**src/rtl/kart_defs.sv**
```systemverilog
// Shared kart definitions: drive command codes, H-bridge direction codes, channel states.
package kart_defs;

    localparam logic [2:0] CMD_STOP      = 3'b000;
    localparam logic [2:0] CMD_FORWARD   = 3'b001;
    localparam logic [2:0] CMD_LEFT      = 3'b010;
    localparam logic [2:0] CMD_RIGHT     = 3'b011;
    localparam logic [2:0] CMD_BACKWARD  = 3'b101;
    localparam logic [2:0] CMD_BACKLEFT  = 3'b110;
    localparam logic [2:0] CMD_BACKRIGHT = 3'b111;

    // H-bridge {IN1,IN2}
    localparam logic [1:0] DIR_COAST = 2'b00;
    localparam logic [1:0] DIR_REV   = 2'b01;
    localparam logic [1:0] DIR_FWD   = 2'b10;
    localparam logic [1:0] DIR_BRAKE = 2'b11;

    typedef enum logic [1:0] {
        CH_COAST = 2'd0,
        CH_RUN   = 2'd1,
        CH_DECEL = 2'd2,
        CH_DEAD  = 2'd3
    } ch_state_e;

endpackage

```
**src/rtl/motor_channel.sv**
```systemverilog
// One wheel: duty ramp, reversal sequencing (decel, brake dead-time) and PWM compare.
module motor_channel
    import kart_defs::*;
#(
    parameter int unsigned PWM_BITS   = 8,
    parameter int unsigned RAMP_STEP  = 20,
    parameter int unsigned DEAD_TICKS = 50
) (
    input  logic                ms_clk,
    input  logic                reset,
    input  logic [1:0]          target_dir,
    input  logic [PWM_BITS-1:0] target_duty,
    input  logic                tick,
    input  logic [PWM_BITS-1:0] pwm_cnt,
    output logic [1:0]          dir,
    output logic                pwm
);

    localparam int unsigned DW     = PWM_BITS + 1;
    localparam int unsigned DEAD_W = (DEAD_TICKS > 1) ? $clog2(DEAD_TICKS) : 1;
    localparam logic [DW-1:0] STEP = DW'(RAMP_STEP);
    localparam logic [DW-1:0] MAXD = {1'b0, {PWM_BITS{1'b1}}};

    ch_state_e           state_q, state_d;
    logic [1:0]          dir_q, dir_d;
    logic [PWM_BITS-1:0] cur_duty_q, cur_duty_d;
    logic [DEAD_W-1:0]   dead_cnt_q, dead_cnt_d;
    logic                pwm_q, pwm_d;

    logic [DW-1:0] cur_x, eff_x, ramp_x;

    // Next duty one ramp step toward the effective target, saturating at the target
    always_comb begin
        eff_x  = '0;
        if (state_q == CH_RUN && target_duty != '0 && target_dir == dir_q) begin
            eff_x = {1'b0, target_duty};
        end
        cur_x  = {1'b0, cur_duty_q};
        ramp_x = cur_x;
        if (cur_x < eff_x) begin
            ramp_x = (cur_x + STEP > eff_x) ? eff_x : cur_x + STEP;
        end else if (cur_x > eff_x) begin
            ramp_x = (cur_x > eff_x + STEP) ? cur_x - STEP : eff_x;
        end
        if (ramp_x > MAXD) begin
            ramp_x = MAXD;
        end
    end

    // Channel FSM: next state, direction, duty, dead counter and PWM compare
    always_comb begin
        state_d    = state_q;
        dir_d      = dir_q;
        dead_cnt_d = dead_cnt_q;
        cur_duty_d = tick ? ramp_x[PWM_BITS-1:0] : cur_duty_q;
        pwm_d      = (pwm_cnt < cur_duty_q);
        case (state_q)
            CH_COAST: begin
                dir_d = DIR_COAST;
                if (target_duty != '0) begin
                    dir_d   = target_dir;
                    state_d = CH_RUN;
                end
            end
            CH_RUN: begin
                if (target_duty == '0) begin
                    if (cur_duty_q == '0) begin
                        dir_d   = DIR_COAST;
                        state_d = CH_COAST;
                    end
                end else if (target_dir != dir_q) begin
                    state_d = CH_DECEL;
                end
            end
            CH_DECEL: begin
                if (target_duty != '0 && target_dir == dir_q) begin
                    state_d = CH_RUN;
                end else if (cur_duty_q == '0) begin
                    if (target_duty == '0) begin
                        dir_d   = DIR_COAST;
                        state_d = CH_COAST;
                    end else begin
                        dir_d      = DIR_BRAKE;
                        dead_cnt_d = DEAD_W'(DEAD_TICKS - 1);
                        state_d    = CH_DEAD;
                    end
                end
            end
            CH_DEAD: begin
                cur_duty_d = '0;
                if (dead_cnt_q == '0) begin
                    if (target_duty != '0) begin
                        dir_d   = target_dir;
                        state_d = CH_RUN;
                    end else begin
                        dir_d   = DIR_COAST;
                        state_d = CH_COAST;
                    end
                end else begin
                    dead_cnt_d = dead_cnt_q - 1'b1;
                end
            end
            default: begin
                dir_d   = DIR_COAST;
                state_d = CH_COAST;
            end
        endcase
    end

    // Channel state registers
    always_ff @(posedge ms_clk or posedge reset) begin
        if (reset) begin
            state_q    <= CH_COAST;
            dir_q      <= DIR_COAST;
            cur_duty_q <= '0;
            dead_cnt_q <= '0;
            pwm_q      <= 1'b0;
        end else begin
            state_q    <= state_d;
            dir_q      <= dir_d;
            cur_duty_q <= cur_duty_d;
            dead_cnt_q <= dead_cnt_d;
            pwm_q      <= pwm_d;
        end
    end

    assign dir = dir_q;
    assign pwm = pwm_q;

endmodule

```
**src/rtl/motor_driver.sv**
```systemverilog
// Drive command to per-wheel PWM/H-bridge: command register, decode, shared ramp tick and PWM counter.
module motor_driver
    import kart_defs::*;
#(
    parameter int unsigned PWM_BITS   = 8,
    parameter int unsigned FWD_DUTY   = 200,
    parameter int unsigned TURN_DUTY  = 60,
    parameter int unsigned RAMP_STEP  = 20,
    parameter int unsigned RAMP_DIV   = 4,
    parameter int unsigned DEAD_TICKS = 50
) (
    input  logic       ms_clk,
    input  logic       reset,
    input  logic [2:0] state,
    output logic       left_pwm,
    output logic       right_pwm,
    output logic [1:0] left_dir,
    output logic [1:0] right_dir
);

    localparam int unsigned TICK_W = (RAMP_DIV > 1) ? $clog2(RAMP_DIV) : 1;
    localparam logic [PWM_BITS-1:0] FWD_D  = PWM_BITS'(FWD_DUTY);
    localparam logic [PWM_BITS-1:0] TURN_D = PWM_BITS'(TURN_DUTY);

    logic [2:0]          cmd_q, cmd_d;
    logic [TICK_W-1:0]   tick_cnt_q, tick_cnt_d;
    logic [PWM_BITS-1:0] pwm_cnt_q, pwm_cnt_d;
    logic                tick_c;

    logic [1:0]          l_tdir_c, r_tdir_c;
    logic [PWM_BITS-1:0] l_tduty_c, r_tduty_c;

    // Command sampling, ramp-tick divider and free-running PWM counter
    always_comb begin
        cmd_d      = state;
        tick_c     = (tick_cnt_q == TICK_W'(RAMP_DIV - 1));
        tick_cnt_d = tick_c ? '0 : tick_cnt_q + 1'b1;
        pwm_cnt_d  = pwm_cnt_q + 1'b1;
    end

    // Registered command to per-wheel target direction and duty
    always_comb begin
        l_tdir_c  = DIR_COAST;
        r_tdir_c  = DIR_COAST;
        l_tduty_c = '0;
        r_tduty_c = '0;
        case (cmd_q)
            CMD_FORWARD: begin
                l_tdir_c = DIR_FWD; r_tdir_c = DIR_FWD;
                l_tduty_c = FWD_D;  r_tduty_c = FWD_D;
            end
            CMD_BACKWARD: begin
                l_tdir_c = DIR_REV; r_tdir_c = DIR_REV;
                l_tduty_c = FWD_D;  r_tduty_c = FWD_D;
            end
            CMD_LEFT: begin
                l_tdir_c = DIR_FWD; r_tdir_c = DIR_FWD;
                l_tduty_c = TURN_D; r_tduty_c = FWD_D;
            end
            CMD_RIGHT: begin
                l_tdir_c = DIR_FWD; r_tdir_c = DIR_FWD;
                l_tduty_c = FWD_D;  r_tduty_c = TURN_D;
            end
            CMD_BACKLEFT: begin
                l_tdir_c = DIR_REV; r_tdir_c = DIR_REV;
                l_tduty_c = TURN_D; r_tduty_c = FWD_D;
            end
            CMD_BACKRIGHT: begin
                l_tdir_c = DIR_REV; r_tdir_c = DIR_REV;
                l_tduty_c = FWD_D;  r_tduty_c = TURN_D;
            end
            CMD_STOP: ;
            default: ;
        endcase
    end

    // Top-level registers
    always_ff @(posedge ms_clk or posedge reset) begin
        if (reset) begin
            cmd_q      <= CMD_STOP;
            tick_cnt_q <= '0;
            pwm_cnt_q  <= '0;
        end else begin
            cmd_q      <= cmd_d;
            tick_cnt_q <= tick_cnt_d;
            pwm_cnt_q  <= pwm_cnt_d;
        end
    end

    motor_channel #(
        .PWM_BITS   (PWM_BITS),
        .RAMP_STEP  (RAMP_STEP),
        .DEAD_TICKS (DEAD_TICKS)
    ) u_left (
        .ms_clk      (ms_clk),
        .reset       (reset),
        .target_dir  (l_tdir_c),
        .target_duty (l_tduty_c),
        .tick        (tick_c),
        .pwm_cnt     (pwm_cnt_q),
        .dir         (left_dir),
        .pwm         (left_pwm)
    );

    motor_channel #(
        .PWM_BITS   (PWM_BITS),
        .RAMP_STEP  (RAMP_STEP),
        .DEAD_TICKS (DEAD_TICKS)
    ) u_right (
        .ms_clk      (ms_clk),
        .reset       (reset),
        .target_dir  (r_tdir_c),
        .target_duty (r_tduty_c),
        .tick        (tick_c),
        .pwm_cnt     (pwm_cnt_q),
        .dir         (right_dir),
        .pwm         (right_pwm)
    );

endmodule
```
**config.mk**
```make
export PLATFORM = sky130hd
export DESIGN_NAME = motor_driver
export DESIGN_NICKNAME = d
export VERILOG_FILES = /design/src/rtl/kart_defs.sv /design/src/rtl/motor_channel.sv /design/src/rtl/motor_driver.sv
export SDC_FILE = /design/constraint.sdc
export NUM_CORES = 1
export LEC_CHECK = 0
export BUFFER_PORTS_ARGS = -buffer_cell sky130_fd_sc_hd__buf_2
export CORE_MARGIN = 3
export CORE_UTILIZATION = 65
export CTS_BUF_LIST = sky130_fd_sc_hd__clkbuf_8
export DETAILED_ROUTE_END_ITERATION = 7
export PLACE_DENSITY = 0.87
export SETUP_SLACK_MARGIN = 0.3
export SKIP_LAST_GASP = 1
export SYNTH_ARGS = -nofsm -noshare
export SYNTH_HDL_FRONTEND = slang
export SYNTH_SLANG_ARGS = --single-unit
```
**constraint.sdc**
```tcl
create_clock -name ms_clk -period 10.3 [get_ports ms_clk]
set_clock_uncertainty 0.1 [all_clocks]
set_input_delay 2.06 -clock ms_clk [delete_from_list [all_inputs] [get_ports ms_clk]]
set_output_delay 2.06 -clock ms_clk [all_outputs]
set_load 0.05 [all_outputs]
```
==> run_results.csv, run 1 <==
group,metric,value,unit
global_route,grt.met2_usage,48.5,%
synthesis,syn_area_per_cell,8.60,um2
cts,path_clk_slew,0.10,ns
drt,drtAntennaViolNets,0,
setup_path,endpoint_kind,"flip-flop",
synthesis,synth_top_area_share,25.0,%
power_and_ir_drop,p_switching,0.926,mW
floorplanning,fp.dieW,94.6,um
floorplanning,dieArea,8940,um2
drt,drc,0,
global_route,grt_pass1_wl,20400,um
power_and_ir_drop,power_frac_clock,8.3,%
final_layout,layout.nets,680,
cts,cts_resized,0,
placement,globalplace.congestion,0.959,
floorplanning,initial_core_util,68.5,%
global_route,grt_pass1_vias,4444,
global_route,grt_start_max_net_pins,52,
cts,clk_path_buf_depth,2,
placement,dpl.hpwl,9010,um
synthesis,async_flop_share,100,%
placement,placed_area,5140,um2
timing,clock.fmax,190,MHz
timing,finalHoldViolations,0,
timing,setup_viol,0,
cts,cts_setup_buffers,0,
final_layout,fillers,592,
power_and_ir_drop,p_int,0.817,mW
timing,slew_headroom,26.8,%
synthesis,yosysWarnings,0,
synthesis,ys_ff_latch,51,
floorplanning,die_y,94.6,um
placement,port_buffers,10,
power_and_ir_drop,p_comb_share,70.0,%
final_layout,syn_to_final_growth,3.07,%
power_and_ir_drop,power_leakage,2.42,nW
synthesis,synthCells,593,
drt,detail_route.wl_per_cell,17.5,um
floorplanning,coreArea,7450,um2
job,drv_cap,0,
drt,routed_via_density,6.70,
power_and_ir_drop,seqPwrFrac,21.7,%
final_layout,regArea,1280,um2
cts,clock_sinks,51,
worst_hold_path,hold_class,"reg2reg",
timing,min_period_over_period,51.0,%
global_route,grt_util_met3,3.98,%
power_and_ir_drop,peakVddDrop,0.194,mV
power_and_ir_drop,switching_share,53.1,%
global_route,grtUsageMet1,37.0,%
drt,wirelength,12100,um
global_route,antenna_found_initial,0,
final_layout,fin_area,5260,um2
placement,place_inst,685,
cts,cts_tree,"done",
timing,rsz0062_at_grt,"false",
power_and_ir_drop,power_density,332,nW/um2
synthesis,synth_area,5100,um2
status,run_status,"finished clean",
drt,drtIter0Drc,571,
synthesis,yosysSeqAreaShare,25.0,%
floorplanning,rows,31,
setup_path,startpoint_type,"flip-flop",
timing,period_needed,5.25,ns
synthesis,yosys-top-cells-area,"dfrtp_1 (25%), ha_1 (20%), a21oi_1 (3.8%), o21ai_0 (3.7%), nand2_1 (3.4%)",
cts,clk_latency,0.32,ns
drt,via_count,4643,
synthesis,yosys.cell_types.count,75,
timing,slew_viol_final,0,
drt,first_pass_iters,6,
timing,final.setup.tns,0,ns
cts,cts_root_buf,"clkbuf_8",
cts,htree_levels,2,
setup_path,required,10.41,ns
setup_path,crit_type,"reg2reg",
synthesis,synth.largest_area_cell,"dfrtp_1",
global_route,gr-total-overflow,0,
final_layout,fin_cells,693,
synthesis,synth-edff-count,0,
timing,tightestPinTransition,1.10,ns
global_route,grt_busiest_layer,"met2",
final_layout,layout-drive-gt1-share,8.25,%
setup_path,crit_arrival,5.36,ns
cts,cts_buffers,5,
setup_path,cp_max_fo,13,
synthesis,synthFlopType,"dfrtp_1",
final_layout,multi_input_area,3510,um2
global_route,grtUsageTotal,28.2,%
floorplanning,io_pins,11,
final_layout,num_antenna_cells,0,
cts,hold_buffers,0,
synthesized netlist by cell type, types with 7 or more instances:
| cell type | number |
|---|---|
| a21o_1 | 10 |
| nor3_1 | 18 |
| clkbuf_8 | 7 |
| o21ai_0 | 38 |
| mux2i_1 | 9 |
| nor2_1 | 44 |
| nand2b_1 | 10 |
| nand3_1 | 22 |
| nand2_1 | 46 |
| clkbuf_1 | 12 |
| xnor2_1 | 12 |
| ha_1 | 82 |
| xor2_1 | 9 |
| o211ai_1 | 7 |
| inv_1 | 43 |
| dfrtp_1 | 51 |
| a21oi_1 | 39 |
final cells by class:
type | instances | area share [%]
Tap cell | 99 | 2.36
Clock inverter | 3 | 0.833
Sequential cell | 51 | 24.3
Clock buffer | 5 | 1.31
Inverter | 45 | 3.24
Multi-Input combinational cell | 479 | 66.9
Timing Repair Buffer | 11 | 1.10
worst max-delay path, stage by stage (launching register included):
cell      delay [ns]
dfrtp_1         0.43
ha_1            0.29
or3_4           0.43
or3_4           0.35
a311oi_4        0.44
nand2_2         0.26
clkinv_2        0.18
ha_1            0.25
ha_1            0.28
and4_1          0.17
a211o_1         0.29
o221ai_1        0.80
nand4b_1        0.27
nand2_1         0.13
o41a_1          0.47
metrics by stage:
step	power [mW]	util [%]	setup WS, ns	hold WS [ns]
floorplan	1.31	-	5.93	0.303
global placement	1.51	69.1	5.27	0.314
detailed placement	1.56	69.1	5.11	0.324
CTS	1.71	70.6	5.10	0.339
global route	1.90	70.6	4.81	0.363
finish	1.74	70.6	5.05	0.336
state kept, by name, summed over array words and instances, names as in the netlist, 3 cells and up:
signal and count:
pwm_cnt_q 8, u_right.cur_duty_q 8, u_left.cur_duty_q 8, u_left.dead_cnt_q 6, cmd_q 3, u_right.dead_cnt_q 6
power by group through the flow:
stage          Combinational, mW  Sequential, mW  Clock (mW)
2_1_floorplan              0.948           0.367           0
6_report                    1.22           0.378       0.145
5_1_grt                     1.35           0.387       0.154
3_3_place_gp                1.14           0.372           0
3_5_place_dp                1.18           0.376           0
4_1_cts                     1.19           0.372       0.148
path summary, 6_finish.rpt:
kind / start / to / slack (ns) / cells after the start
max reg2reg: cmd_q[0]$_DFF_PP0_ / u_left.cur_duty_q[2]$_DFFE_PP0P_ / 5.05 / 14
max: cmd_q[0]$_DFF_PP0_ / u_left.cur_duty_q[2]$_DFFE_PP0P_ / 5.05 / 14
min: tick_cnt_q[0]$_DFF_PP0_ / tick_cnt_q[0]$_DFF_PP0_ / 0.34 / 1
min reg2reg: tick_cnt_q[0]$_DFF_PP0_ / tick_cnt_q[0]$_DFF_PP0_ / 0.34 / 1
min in group asynchronous: reset / u_left.pwm$_DFF_PP0_ / 1.91 / 2
max in group asynchronous: reset / cmd_q[0]$_DFF_PP0_ / 7.50 / 2
layer usage:
metal	up-vias	share of wire, %	routed length (um)
li1	2167	-	-
met1	2220	42	5090
met2	219	48	5880
met3	37	7.5	914
met4	0	2.1	259
met5	-	0	0
layout by cell type, fill, tap and decap left out, types with 12 or more instances in the layout:
cell,instances
a21oi_1,39
nand2_1,46
nor3_1,18
o21ai_0,38
inv_1,42
dfrtp_1,51
ha_1,82
nor2_1,44
nand3_1,22
xnor2_1,12
cell families after synthesis:
logic type | share of synthesized area [%]
other | 0.0735
adders and majority gates | 20.1
muxes | 3.09
buffers and inverters | 6.11
AOI/OAI and AO/OA | 23.0
xor gates and xnor gates | 3.61
and+or+nand+nor | 19.0
DFF | 25.0
Power figures use the tool's default switching activity.
==> run 2, diff against run 1 <==
--- a/config.mk
+++ b/config.mk
@@ -5,12 +5,13 @@
 export SDC_FILE = /design/constraint.sdc
 export NUM_CORES = 1
 export LEC_CHECK = 0
+export ABC_AREA = 1
 export BUFFER_PORTS_ARGS = -buffer_cell sky130_fd_sc_hd__buf_2
 export CORE_MARGIN = 3
-export CORE_UTILIZATION = 65
+export CORE_UTILIZATION = 60
 export CTS_BUF_LIST = sky130_fd_sc_hd__clkbuf_8
 export DETAILED_ROUTE_END_ITERATION = 7
-export PLACE_DENSITY = 0.87
+export PLACE_DENSITY = 0.85
 export SETUP_SLACK_MARGIN = 0.3
 export SKIP_LAST_GASP = 1
 export SYNTH_ARGS = -nofsm -noshare
==> constraint.sdc (replaced) <==
create_clock -name ms_clk -period 4.6 [get_ports ms_clk]
set_clock_uncertainty 0.1 [all_clocks]
set_input_delay 0.92 -clock ms_clk [delete_from_list [all_inputs] [get_ports ms_clk]]
set_output_delay 0.92 -clock ms_clk [all_outputs]
set_load 0.05 [all_outputs]
==> run_results.csv, run 2 <==
group,metric,value,unit
floorplanning,rows,33,
floorplanning,initial_core_util,62.0,%
placement,dp_slack,0.689,ns
final_layout,fin_cells,834,
synthesis,synth.largest_area_cell,"dfrtp_1",
floorplanning,fp.dieW,98.4,um
cts,cts_setup_buffers,0,
job,drv_cap,0,
placement,dpl.hpwl,8990,um
final_layout,num_antenna_cells,0,
timing,min_period_over_period,84.4,%
global_route,grt_start_max_net_pins,52,
cts,path_clk_slew,0.11,ns
cts,clock_sinks,51,
drt,wirelength,11300,um
synthesis,synth_area,5120,um2
cts,hold_buffers,0,
synthesis,synth-edff-count,0,
timing,final.setup.tns,0,ns
timing,clock.fmax,258,MHz
drt,drtIter0Drc,176,
floorplanning,die_y,98.4,um
final_layout,layout.nets,815,
worst_hold_path,hold_class,"reg2reg",
final_layout,layout_common_cells,"nand2_1 (179), inv_1 (90), ha_1 (82)",
timing,rsz0062_at_grt,"false",
global_route,grtUsageTotal,23.8,%
synthesis,yosysMostFrequentCell,"nand2_1",
synthesis,ys_ff_latch,51,
synthesis,synthCells,715,
synthesis,synth_common_cells,"nand2_1 (179), inv_1 (91), ha_1 (82)",
drt,routed_via_density,5.49,
cts,cts_buffers,5,
floorplanning,dieArea,9680,um2
floorplanning,io_pins,11,
timing,worst_slack,0.719,ns
timing,tightestPinTransition,1.05,ns
synthesis,yosys-top-cells-area,"dfrtp_1 (25%), ha_1 (20%), nand2_1 (13%), inv_1 (6.7%), nand3_1 (6.2%)",
drt,first_pass_iters,5,
synthesis,synthFlopType,"dfrtp_1",
timing,setup_viol,0,
setup_path,cp_max_fo,13,
synthesis,synth_top_area_share,24.9,%
setup_path,startpoint_type,"flip-flop",
setup_path,required,4.74,ns
setup_path,endpoint_kind,"flip-flop",
cts,cts_root_buf,"clkbuf_8",
cts,clk_path_buf_depth,2,
global_route,grt_pass1_wl,19300,um
timing,finalHoldViolations,0,
cts,cts_resized,0,
drt,via_count,4579,
final_layout,layout-drive-gt1-share,9.60,%
global_route,grt_pass1_vias,4375,
final_layout,final_common_cell,"nand2_1",
drt,detail_route.wl_per_cell,13.5,um
setup_path,crit_arrival,4.02,ns
timing,hold_slack,0.351,ns
final_layout,syn_to_final_growth,5.01,%
synthesis,syn_area_per_cell,7.16,um2
synthesis,async_flop_share,100,%
placement,place_inst,823,
placement,port_buffers,10,
floorplanning,coreArea,8260,um2
placement,globalplace.congestion,1.00,
synthesis,yosysWarnings,0,
timing,period_needed,3.88,ns
synthesis,yosysSeqAreaShare,24.9,%
global_route,gr-total-overflow,0,
cts,clk_latency,0.31,ns
synthesis,yosys.cell_types.count,46,
cts,cts_tree,"done",
timing,slew_viol_final,0,
drt,drc,0,
drt,drtAntennaViolNets,0,
global_route,antenna_found_initial,0,
final_layout,top_regs,"pwm_cnt_q: 8 flops, u_left.cur_duty_q: 8 flops, u_right.cur_duty_q: 8 flops",
status,run_status,"finished clean",
timing,slew_headroom,29.8,%
cts,htree_levels,2,
setup_path,crit_type,"reg2reg",
-- run 2: cell count changes in the layout (fill, tap and decap cells not counted), moves of 10 or more --
cell      delta
nand2b_1    -10
nor3_1      -16
nand2_1    +133
nand4_1     +13
nand3_1     +41
nand2_2     +17
inv_1       +48
-- run 2: final cells by class --
class | instances | area [um2]
Multi-Input combinational cell | 557 | 3420
Fill cell | 716 | 2880
Sequential cell | 51 | 1280
Inverter | 100 | 378
Tap cell | 105 | 131
Timing Repair Buffer | 13 | 72.6
Clock buffer | 5 | 68.8
Clock inverter | 3 | 28.8
-- run 2: logic make-up after synthesis --
kind of cell               Yosys count  synth area share, %
adders and majority gates           82                 20.0
xor gates and xnor gates            20                 3.42
other                                1               0.0733
DFF                                 51                 24.9
and+or+nand+nor                    356                 32.5
AOI/OAI and AO/OA                   97                 10.7
buffers and inverters              108                 8.34
-- run 2: layer usage --
layer	track usage [%]	vias up	wire, um
met3	2.71	17	458
met1	29.9	2089	5040
met5	0	-	0
li1	-	2370	-
met2	42.8	103	5620
met4	7.25	0	174
-- run 2: worst max-delay path, stage by stage, from the launching register on --
cell	delay, ns
dfrtp_1	0.43
inv_1	0.10
ha_1	0.49
nor2_2	0.12
nand2_2	0.12
nand2_1	0.07
nand2_2	0.09
nand4_1	0.39
ha_1	0.49
nand2_1	0.07
nor2_1	0.13
o21ai_0	0.11
nand2_1	0.21
inv_2	0.13
nor2_4	0.23
nand4_4	0.18
o21ai_0	0.13
nand3_1	0.10
o21ai_0	0.09
-- run 2: per-stage QoR --
step | utilization (%) | cell area, um2
after floorplan | - | 5120
after global placement | 63.6 | 5260
after detailed placement | 63.6 | 5260
after CTS | 64.8 | 5350
after global routing | 65.1 | 5380
final | 65.1 | 5380
-- run 2: worst paths after layout --
check,startpoint,cells after the start,slack [ns],endpoint
max,cmd_q[0]$_DFF_PP0_,18,0.72,u_left.cur_duty_q[0]$_DFFE_PP0P_
min,tick_cnt_q[0]$_DFF_PP0_,1,0.35,tick_cnt_q[0]$_DFF_PP0_
max reg2reg,cmd_q[0]$_DFF_PP0_,18,0.72,u_left.cur_duty_q[0]$_DFFE_PP0P_
min reg2reg,tick_cnt_q[0]$_DFF_PP0_,1,0.35,tick_cnt_q[0]$_DFF_PP0_
max in group asynchronous,reset,2,3.00,u_left.cur_duty_q[3]$_DFFE_PP0P_
min in group asynchronous,reset,2,0.76,u_right.cur_duty_q[3]$_DFFE_PP0P_
Power of run 2 is not shown: default switching activity piles up to over one toggle a cycle in this logic, so the estimate is an artifact.
